## config.mk

```make
export PLATFORM = sky130hd
export DESIGN_NAME = lc3_fetch_ctrl
export DESIGN_NICKNAME = d
export VERILOG_FILES = /design/src/rtl/lc3_fetch_ctrl.sv
export SDC_FILE = /design/constraint.sdc
export NUM_CORES = 1
export LEC_CHECK = 0
export CAP_MARGIN = 30
export CORE_ASPECT_RATIO = 0.5
export CORE_MARGIN = 2
export CORE_UTILIZATION = 50
export DETAILED_ROUTE_END_ITERATION = 6
export GPL_TIMING_DRIVEN = 0
export PLACE_DENSITY_LB_ADDON = 0.08
export REMOVE_ABC_BUFFERS = 1
export SYNTH_ARGS = -nofsm -noshare
export SYNTH_HDL_FRONTEND = slang
export SYNTH_SLANG_ARGS = --single-unit
```

## constraint.sdc

```tcl
create_clock -name clk -period 4.5 [get_ports clk]
set_clock_uncertainty 0.1 [all_clocks]
set_input_delay 1.35 -clock clk [delete_from_list [all_inputs] [get_ports clk]]
set_output_delay 1.35 -clock clk [all_outputs]
set_load 0.03 [all_outputs]
```

## src/rtl/lc3_fetch_ctrl.sv

```systemverilog
// LC-3 fetch controller: owns the PC, resolves BR/JMP/JSR(R) targets
// and issues a read-only instruction fetch held for MEM_LAT cycles.
//
// Ports:
//   clk, rst           : clock, synchronous active-high reset
//   fetch_start        : fetch request, accepted only in IDLE
//   opCode_in          : opcode of the instruction just executed
//   offset_in          : PCoffset11 (BR uses [8:0])
//   jsr_mode           : 1 = JSR (offset), 0 = JSRR (reg_in)
//   reg_in             : BaseR value for JMP/JSRR
//   br_nzp, result_nzp : BR condition bits, current condition codes
//   stall              : memory not ready, freezes the WAIT counter
//   addr_out, wea_out  : instruction memory address, write enable (0)
//   pc                 : program counter
//   busy               : fetch in flight
//   ir_valid           : one-cycle pulse, instruction word valid
//   r7_out, r7_we      : R7 link value and one-cycle write strobe
module lc3_fetch_ctrl #(
  parameter int ADDR_W = 16,
  parameter int MEM_LAT = 1,
  parameter logic [ADDR_W-1:0] PC_RESET = '0
) (
  input  logic              clk,
  input  logic              rst,
  input  logic              fetch_start,
  input  logic [3:0]        opCode_in,
  input  logic [10:0]       offset_in,
  input  logic              jsr_mode,
  input  logic [ADDR_W-1:0] reg_in,
  input  logic [2:0]        br_nzp,
  input  logic [2:0]        result_nzp,
  input  logic              stall,
  output logic [ADDR_W-1:0] addr_out,
  output logic              wea_out,
  output logic [ADDR_W-1:0] pc,
  output logic              busy,
  output logic              ir_valid,
  output logic [ADDR_W-1:0] r7_out,
  output logic              r7_we
);

  localparam int CW = $clog2(MEM_LAT + 1);
  localparam logic [CW-1:0] CNT_INIT = CW'(MEM_LAT - 1);

  localparam logic [3:0] OP_BR  = 4'b0000;
  localparam logic [3:0] OP_JSR = 4'b0100;
  localparam logic [3:0] OP_JMP = 4'b1100;

  typedef enum logic {
    IDLE,
    WAIT
  } state_e;

  state_e            state_q, state_d;
  logic [CW-1:0]     cnt_q, cnt_d;
  logic [ADDR_W-1:0] pc_q, pc_d;
  logic [ADDR_W-1:0] addr_q, addr_d;
  logic [ADDR_W-1:0] r7_q, r7_d;
  logic              r7we_q, r7we_d;
  logic              irv_q, irv_d;

  logic [ADDR_W-1:0] br_off;
  logic [ADDR_W-1:0] jsr_off;
  logic [ADDR_W-1:0] target;
  logic              is_br;
  logic              is_jsr;
  logic              is_jmp;
  logic              taken;

  assign br_off  = {{(ADDR_W-9){offset_in[8]}}, offset_in[8:0]};
  assign jsr_off = {{(ADDR_W-11){offset_in[10]}}, offset_in};
  assign is_br   = (opCode_in == OP_BR);
  assign is_jsr  = (opCode_in == OP_JSR);
  assign is_jmp  = (opCode_in == OP_JMP);
  assign taken   = |(br_nzp & result_nzp);

  always_comb begin
    target = pc_q;
    unique case (1'b1)
      is_br:   target = taken ? pc_q + br_off : pc_q;
      is_jmp:  target = reg_in;
      is_jsr:  target = jsr_mode ? pc_q + jsr_off : reg_in;
      default: target = pc_q;
    endcase
  end

  always_comb begin
    state_d = state_q;
    cnt_d   = cnt_q;
    pc_d    = pc_q;
    addr_d  = addr_q;
    r7_d    = r7_q;
    r7we_d  = 1'b0;
    irv_d   = 1'b0;
    unique case (state_q)
      IDLE: begin
        if (fetch_start) begin
          pc_d    = target;
          addr_d  = target;
          cnt_d   = CNT_INIT;
          state_d = WAIT;
          if (is_jsr) begin
            r7_d   = pc_q;
            r7we_d = 1'b1;
          end
        end
      end
      WAIT: begin
        if (!stall) begin
          if (cnt_q != '0) begin
            cnt_d = cnt_q - CW'(1);
          end else begin
            // Word is at the memory output: advance past it.
            pc_d    = pc_q + ADDR_W'(1);
            irv_d   = 1'b1;
            state_d = IDLE;
          end
        end
      end
      default: state_d = IDLE;
    endcase
  end

  always_ff @(posedge clk) begin
    if (rst) begin
      state_q <= IDLE;
      cnt_q   <= '0;
      pc_q    <= PC_RESET;
      addr_q  <= '0;
      r7_q    <= '0;
      r7we_q  <= 1'b0;
      irv_q   <= 1'b0;
    end else begin
      state_q <= state_d;
      cnt_q   <= cnt_d;
      pc_q    <= pc_d;
      addr_q  <= addr_d;
      r7_q    <= r7_d;
      r7we_q  <= r7we_d;
      irv_q   <= irv_d;
    end
  end

  assign addr_out = addr_q;
  assign wea_out  = 1'b0;
  assign pc       = pc_q;
  assign busy     = (state_q != IDLE);
  assign ir_valid = irv_q;
  assign r7_out   = r7_q;
  assign r7_we    = r7we_q;

endmodule
```

**Word level (Yosys, flattened, before mapping)**

Index checks and enable logic that the tools add are counted.

- Input port bits: 42
- Register bits: 52
- Output and inout port bits: 52

- Eq/ne operators: 5
- Reduce and logical (&&, ||, !) cells: 8
- Add/subtract/negate cells: 4
- Muxes and demuxes: 17
- Bitwise logic cells: 3

Operators with widths:

| operator | count |
|---|---|
| 2-to-1 mux 16 bit | 5 |
| case mux 16 bit (3 select lines) | 1 |
| adder 16 bit | 2 |
| case mux 16 bit (2 select lines) | 1 |
| adder 16 x 1 -> 16 bit, second input constant | 1 |
| OR reduction 3 bit | 3 |
| 2-to-1 mux 1 bit | 8 |
| inequality test 2 bit, second input constant | 3 |
| AND reduction 3 bit | 2 |
| == test 4 x 3 -> 1 bit, second input constant | 1 |
| == test 4 bit, second input constant | 1 |
| zero test 4 bit | 1 |
| case mux 1 bit (2 select lines) | 2 |
| AND reduction 2 bit | 2 |
| AND 3 bit | 1 |
| NOT 1 bit | 2 |
| subtractor 1 bit, second input constant | 1 |

**Depth between registers and ports, before layout**

Gate-level depths: netlist of run 1.

- Depth in word-level cells: 6
- Gate-level depth with buffers: 9

**Worst setup path before layout of run 1**

OpenSTA, ideal clock, no wires.

- Path kind: input to register
- Start: input offset_in[0]
- End: register addr_q[14], in the netlist addr_out[14]
- Slack: 0.982 ns
- Arrival: 3.290 ns
- Stages: 9
- Library setup time: 0.128 ns
- Cell sequence: ha_1 -> fa_1 -> a21o_1 -> a221oi_4 -> o21ai_2 -> o21ai_0 -> xnor2_1 -> a221oi_1 -> o31ai_1

- Cells in the longest elaborated chain, start to end: 3
- Elaborated cells on any way between the ends: 5

RTL lines:

| item | line | RTL |
|---|---|---|
| start, declared | 27 | `input logic [10:0] offset_in,` |
| adder 16 bit, on equally long branches | 82, 80 |  |
| 2-to-1 mux 16 bit, on equally long branches | 82, 80 |  |
| case mux 16 bit (3 select lines) * | 79 | `unique case (1'b1)` |
| end signal, assigned | 137 | `addr_q <= addr_d;` |
| end, declared | 57 | `logic [ADDR_W-1:0] addr_q, addr_d;` |

Every way passes the cells marked *; elsewhere a longest branch is shown, timed or not.
A chain may end at the register's enable or synchronous reset.

**Worst setup path after layout of run 1**

- Start: input offset_in[8]
- End: register addr_q[15], in the netlist addr_out[15]

Same word-level chain as after synthesis.

==> flow_summary.yaml, run 1 <==
run_status:
  status: "complete, no violations"
placed_design:
  place_inst: 651
  hpwlAfterDp_mm: 8.08
  io_buffers: 92
  post_dp_cell_area_um2: 4730
  place_congestion: 0.945
logic_synthesis:
  synth_edf_count: 0
  ys_async_sr_fraction: 0
  synthCells: 495
  synth_top_area_cell: "dfxtp_1"
  yosys_warnings: 0
  synth_area_leaders: "dfxtp_1 (26%), ha_1 (7.1%), nor2_1 (5.4%)"
  ys.flop_type: "dfxtp_1"
  ys_ff_latch: 51
  yosysSeqAreaShare: 0.264
  syn_area_per_cell_um2: 7.82
  synth_top_cell_area_share: 0.264
  syn_area_um2: 3870
  synthDistinctLibCells: 71
global_route:
  antenna_found_initial: 0
  grt_pass1_vias: 3718
  grt_start_max_net_pins: 54
  grt_pass1_wl_mm: 18.5
  track_usage: 0.272
  grt.overflow.total: 0
clocking:
  cts_buffers: 5
  hold_buffers: 0
  cts.path.max_buffers: 2
  postCtsSetupRepairBufs: 0
  tritoncts: "done"
  clk_pin_slew_ns: 0.07
  htreeDepth: 2
  cts_resized: 0
  cts_sinks: 51
  cts_root_buffer: "clkbuf_16"
  clk_latency_ns: 0.29
cells_and_area:
  fin_cells: 660
  drive_gt1_frac: 0.0514
  area.sequential_um2: 1020
  diodes: 0
  nets: 629
  nFillCells: 663
  syn_to_final_growth_pct: 27.2
  multi_input_area_um2: 2640
  fin_area_um2: 4920
power_and_ir_drop:
  power.leakage_nw: 1.98
  swShare: 0.335
  pwr-share-clk: 0.292
  switchingPower_mw: 0.442
  peakVddDrop_mv: 0.162
  internal_power_mw: 0.877
  power.share.sequential: 0.391
  power.density_nw_per_um2: 268
  combPwrFrac: 0.318
worst_setup_path:
  rrSetupSlack_ns: 1.43
  critPathArrivalTime_ns: 4.31
  criticalPathCategory: "in2reg"
  path_max_fanout: 10
  setup.worst_path.end: "addr_out[15]"
  start_kind: "input pin"
  r2r_start: "pc[0]"
  reg2reg_depth: 9
  reg2reg_to: "pc[14]"
  end_kind: "register"
  required_ns: 4.59
  startpoint: "offset_in[8]"
sta:
  post-route-min-period_ns: 4.23
  rsz0062_at_grt: "no"
  fin_tns_setup_ns: 0
  timing.final.hold_violations: 0
  slew-limit-headroom: 0.340
  setup_viol_count_final: 0
  worstMarginPinSlew_ns: 0.991
  fin_crit_sh: 0.939
  slew_violations: 0
  max_freq_mhz: 237
routing:
  first_pass_iters: 6
  wl_per_cell_um: 16.9
  drt-initial-drc-count: 402
  vias: 4034
  ant_nets: 0
  drc: 0
  drt-vias-per-instance: 6.11
  postRouteWirelength_mm: 11.2
die:
  dieArea_um2: 8500
  initial_core_util: 0.523
  io-pin-count: 94
  rows: 22
  core_area_um2: 7400
  die_height_um: 66.2
  die_w_um: 128
job:
  drv_cap: 0
min_path:
  hp-class: "reg2reg"
power groups by stage:
stage / Sequential (mW) / Combinational (mW) / Clock (mW)
2_1_floorplan: 0.556 / 0.218 / 0
3_3_place_gp: 0.527 / 0.401 / 0
3_5_place_dp: 0.528 / 0.405 / 0
4_1_cts: 0.518 / 0.408 / 0.390
5_1_grt: 0.520 / 0.457 / 0.409
6_report: 0.515 / 0.419 / 0.385
routing by layer:
metal  vias to the layer above  wire length (um)  global-route usage
met5                         -                 0                   0
met4                         0                74              0.0440
met3                         9              1020              0.0526
met2                       197              4560               0.442
met1                      1861              5520               0.381
li1                       1967                 -                   -
stage by stage:
step | hold WS (ns) | util | power (mW) | worst slack [ns]
6_report | 0.363 | 0.665 | 1.32 | 0.273
3_3_place_gp | 0.342 | 0.637 | 0.927 | -0.110
4_1_cts | 0.365 | 0.659 | 1.32 | 0.370
2_1_floorplan | 0.478 | - | 0.774 | 0.982
5_1_grt | 0.394 | 0.665 | 1.39 | 0.156
3_5_place_dp | 0.356 | 0.639 | 0.933 | 0.111
area by class of cell:
type,count,area share
Multi-Input combinational cell,404,0.535
Sequential cell,51,0.207
Timing Repair Buffer,96,0.198
Clock buffer,6,0.0282
Tap cell,96,0.0244
Inverter,6,0.00457
Clock inverter,1,0.00178
Yosys cell counts (all sizes together) (3+ instances only):
cell type,count
mux2,3
o211ai,3
a222oi,6
o21ai,25
nand3b,6
buf,16
o31ai,7
a211oi,10
and2,4
a32oi,3
nor3,10
mux2i,17
and3,4
a21oi,42
nand2b,12
ha,22
a21o,11
nor2,56
xnor2,12
or3,9
nand4,6
o21a,4
nor2b,3
xor2,6
nand3,14
o22ai,3
clkbuf,17
a31oi,6
inv,6
nand2,54
dfxtp,51
a221oi,6
or2,3
and4,4
cells in the final DEF, fill, tap and decap left out, types with 4 or more instances in the layout:
master,n
nand3b_1,6
o31ai_1,7
xnor2_1,12
inv_1,6
dfxtp_1,51
nand4_1,6
a211oi_1,10
o21a_1,4
a222oi_1,6
nand2_1,54
a21o_1,10
nor2_1,56
mux2i_1,17
nand3_1,14
clkdlybuf4s50_1,91
a221oi_1,4
nand2b_1,12
and3_1,4
xor2_1,6
a21oi_1,40
nor3_1,9
o21ai_0,22
ha_1,22
or3_1,9
clkbuf_16,5
a31oi_1,6
critical path, cell delays in order:
cell and delay, ns:
clkdlybuf4s50_1 0.61, ha_1 0.54, a21oi_2 0.22, o21ai_1 0.20, or3_1 0.44, or3_1 0.35
a21oi_1 0.19, a211oi_1 0.09, a211oi_1 0.32
worst min path at each step:
stage | endpoint | slack, ns | from | depth (start not counted)
3_5_place_dp | addr_out[3] | 0.36 | addr_out[3] | 2
5_1_grt | addr_out[3] | 0.39 | addr_out[3] | 2
2_1_floorplan | addr_out[2] | 0.48 | addr_out[2] | 2
4_1_cts | addr_out[3] | 0.36 | addr_out[3] | 2
6_report | addr_out[2] | 0.36 | addr_out[2] | 2
3_3_place_gp | addr_out[8] | 0.34 | addr_out[8] | 2
sequential cells by signal (all words and copies together) (netlist names):
| signal | cells |
|---|---|
| pc | 16 |
| addr_out | 16 |
| ir_valid | 1 |
| r7_out | 16 |
| busy | 1 |
| r7_we | 1 |
kinds of logic (layout without fill, tap and decap cells):
kind of cell,Yosys count,count (layout),synth area share
adder cells (fa/ha/maj),23,23,0.0763
multiplexers,20,20,0.0527
XOR/XNOR,18,18,0.0407
AND/OR/NAND/NOR,194,194,0.243
other,1,1,0.000969
buffers and inverters,40,109,0.0566
AO/OA/AOI/OAI,148,148,0.266
flip-flops,51,51,0.264
(Power assumes the default switching activity.)
==> run 2, diff against run 1 <==
HOLD_SLACK_MARGIN = 0.06   (was unset)
REMOVE_ABC_BUFFERS = unset   (was 1)
==> run 2 against run 1 <==
Via count grew 5.2%. Sequential power shrank 1%. Maximum frequency grew 0.12%. Final cell count grew 4.5%. Largest power group unchanged. Setup slack gained 0.0051 ns. Hold slack lost 0.0046 ns. Clock-buffer cell count shrank 1. Register-to-register slack lost 0.14 ns. Critical endpoint unchanged. Combinational power grew 7.6%. First-iteration DRC count shrank 12%. Critical path type unchanged.
==> flow_summary.yaml, run 2 (synthesis gave the netlist of run 1 again) <==
sta:
  slew-limit-headroom: 0.495
  post-route-worst-setup-slack_ns: 0.278
  post-route-min-period_ns: 4.22
  rsz0062_at_grt: "no"
  worstMarginPinSlew_ns: 0.750
  max_freq_mhz: 237
  fin_crit_sh: 0.938
  timing.final.hold_violations: 0
  slew_violations: 0
  setup_viol_count_final: 0
  fin_tns_setup_ns: 0
worst_setup_path:
  startpoint: "offset_in[10]"
  path_max_fanout: 8
  reg2reg_to: "addr_out[15]"
  required_ns: 4.55
  start_kind: "input pin"
  crit_top_cell: "a211oi_1"
  crit_path_max_incr_delay_ns: 0.64
  reg2reg_depth: 9
  slowest_stage: "clkdlybuf4s50_1"
  end_kind: "register"
  worstPathCellList: "clkdlybuf4s50_1 > ha_1 > clkbuf_1 > a21o_1 > a31oi_1 > o21ai_0 > a311oi_1 > xnor2_1 > a211oi_1 > a211oi_1"
  r2r_start: "pc[10]"
  cp.depth: 10
  rrSetupSlack_ns: 1.29
  critPathArrivalTime_ns: 4.27
  setup.worst_path.end: "addr_out[15]"
  criticalPathCategory: "in2reg"
  cp_top_family: "compound AO/OA/AOI/OAI gates"
  cp_num_buf_inv: 2
cells_and_area:
  final_common_cell: "clkdlybuf4s50_1"
  drive_gt1_frac: 0.0657
  area.sequential_um2: 1020
  diodes: 0
  nets: 658
  multi_input_area_um2: 2630
  syn_to_final_growth_pct: 31.1
  final_cell_mix: "clkdlybuf4s50_1 (91), nor2_1 (56), nand2_1 (54), dfxtp_1 (51), a21oi_1 (40)"
  nFillCells: 656
routing:
  drt-vias-per-instance: 6.15
  drc: 0
  highest_layer: "met4"
  met1_length_mm: 5.98
  vias: 4245
  ant_nets: 0
  first_pass_iters: 5
  wl_met2_mm: 5.50
  postRouteWirelength_mm: 12.7
  wl_per_cell_um: 18.4
  met3_length_mm: 1.11
  drt-initial-drc-count: 355
min_path:
  hold_depth: 2
  hp-class: "reg2reg"
  min-delay-start: "addr_out[3]"
clocking:
  hold_buffers: 0
  htreeDepth: 2
  cts.path.max_buffers: 2
  postCtsSetupRepairBufs: 0
  clk_latency_ns: 0.29
  tritoncts: "done"
  cts_sinks: 51
  clk_pin_slew_ns: 0.07
  cts_buffers: 5
  cts_root_buffer: "clkbuf_16"
  cts_resized: 0
die:
  die_w_um: 128
  io-pin-count: 94
  rows: 22
  core_area_um2: 7400
  initial_core_util: 0.523
  dieArea_um2: 8500
  die_height_um: 66.2
power_and_ir_drop:
  power.density_nw_per_um2: 277
  power.leakage_nw: 2.06
  peakVddDrop_mv: 0.253
placed_design:
  hpwlAfterDp_mm: 9.59
  place_congestion: 0.961
  pre_cts_ws_ns: 0.0788
  io_buffers: 91
global_route:
  grt.overflow.total: 0
  grt_pass1_vias: 3800
  grt_pass1_wl_mm: 19.7
  grt_start_max_net_pins: 18
  antenna_found_initial: 0
  track_usage: 0.300
run_status:
  status: "complete, no violations"
logic_synthesis:
  synth_nets: 560
job:
  drv_cap: 0
[run 2: changes by cell type in the layout (fill, tap and decap cells not counted), sizes merged]
cell         previous run  this run
clkbuf                  6        22
dlygate4sd1             0         1
buf                     5        16
bufinv                  0         1
clkinv                  0         1
[run 2: layer usage]
layer | global-route usage | vias up
li1 | - | 2029
met1 | 0.449 | 2012
met5 | 0 | -
met2 | 0.459 | 187
met3 | 0.0396 | 17
met4 | 0.0604 | 0
[run 2: per-stage QoR]
stage | util | hold WS (ns) | total power, mW | instance area, um2 | cells
2_1_floorplan | - | 0.483 | 0.793 | 3870 | 495
3_3_place_gp | 0.662 | 0.344 | 0.956 | 4900 | 682
3_5_place_dp | 0.662 | 0.349 | 0.959 | 4900 | 682
4_1_cts | 0.685 | 0.359 | 1.39 | 5070 | 690
5_1_grt | 0.685 | 0.378 | 1.46 | 5070 | 690
6_report | 0.685 | 0.358 | 1.40 | 5070 | 690
[run 2: cell type report]
class	instances	share of cell area
multi-input cells	404	0.518
repair buffers	91	0.180
plain buffers	34	0.0387
flip-flops and latches	51	0.201
clock inverters	3	0.00937
inverters	6	0.00444
clock buffers	5	0.0247
well taps	96	0.0237
[run 2: power breakdown]
group / internal, mW / leakage (nW) / switching [mW]
logic: 0.190 / 1.56 / 0.262
clock network: 0.265 / 0.0844 / 0.178
registers: 0.473 / 0.415 / 0.0364
[run 2: worst reg2reg max path, stage by stage, from the launching register on]
cell and delay [ns]:
dfxtp_1 0.65, ha_1 0.33, clkbuf_1 0.20, a21o_1 0.26
a31oi_1 0.15, o21ai_0 0.11, a311oi_1 0.39, xnor2_1 0.16
a211oi_1 0.57, a211oi_1 0.16
[run 2: worst min-delay path by stage]
stage / end / slack, ns
2_1_floorplan: addr_out[2] / 0.48
3_3_place_gp: addr_out[3] / 0.34
3_5_place_dp: addr_out[4] / 0.35
4_1_cts: addr_out[4] / 0.36
5_1_grt: addr_out[3] / 0.38
6_report: addr_out[3] / 0.36
==> run 3, diff against run 2 <==
SKIP_LAST_GASP = 1   (was unset)
==> results of run 3 <==
No change in the layout: final DEF, timing and power equal those of run 2.
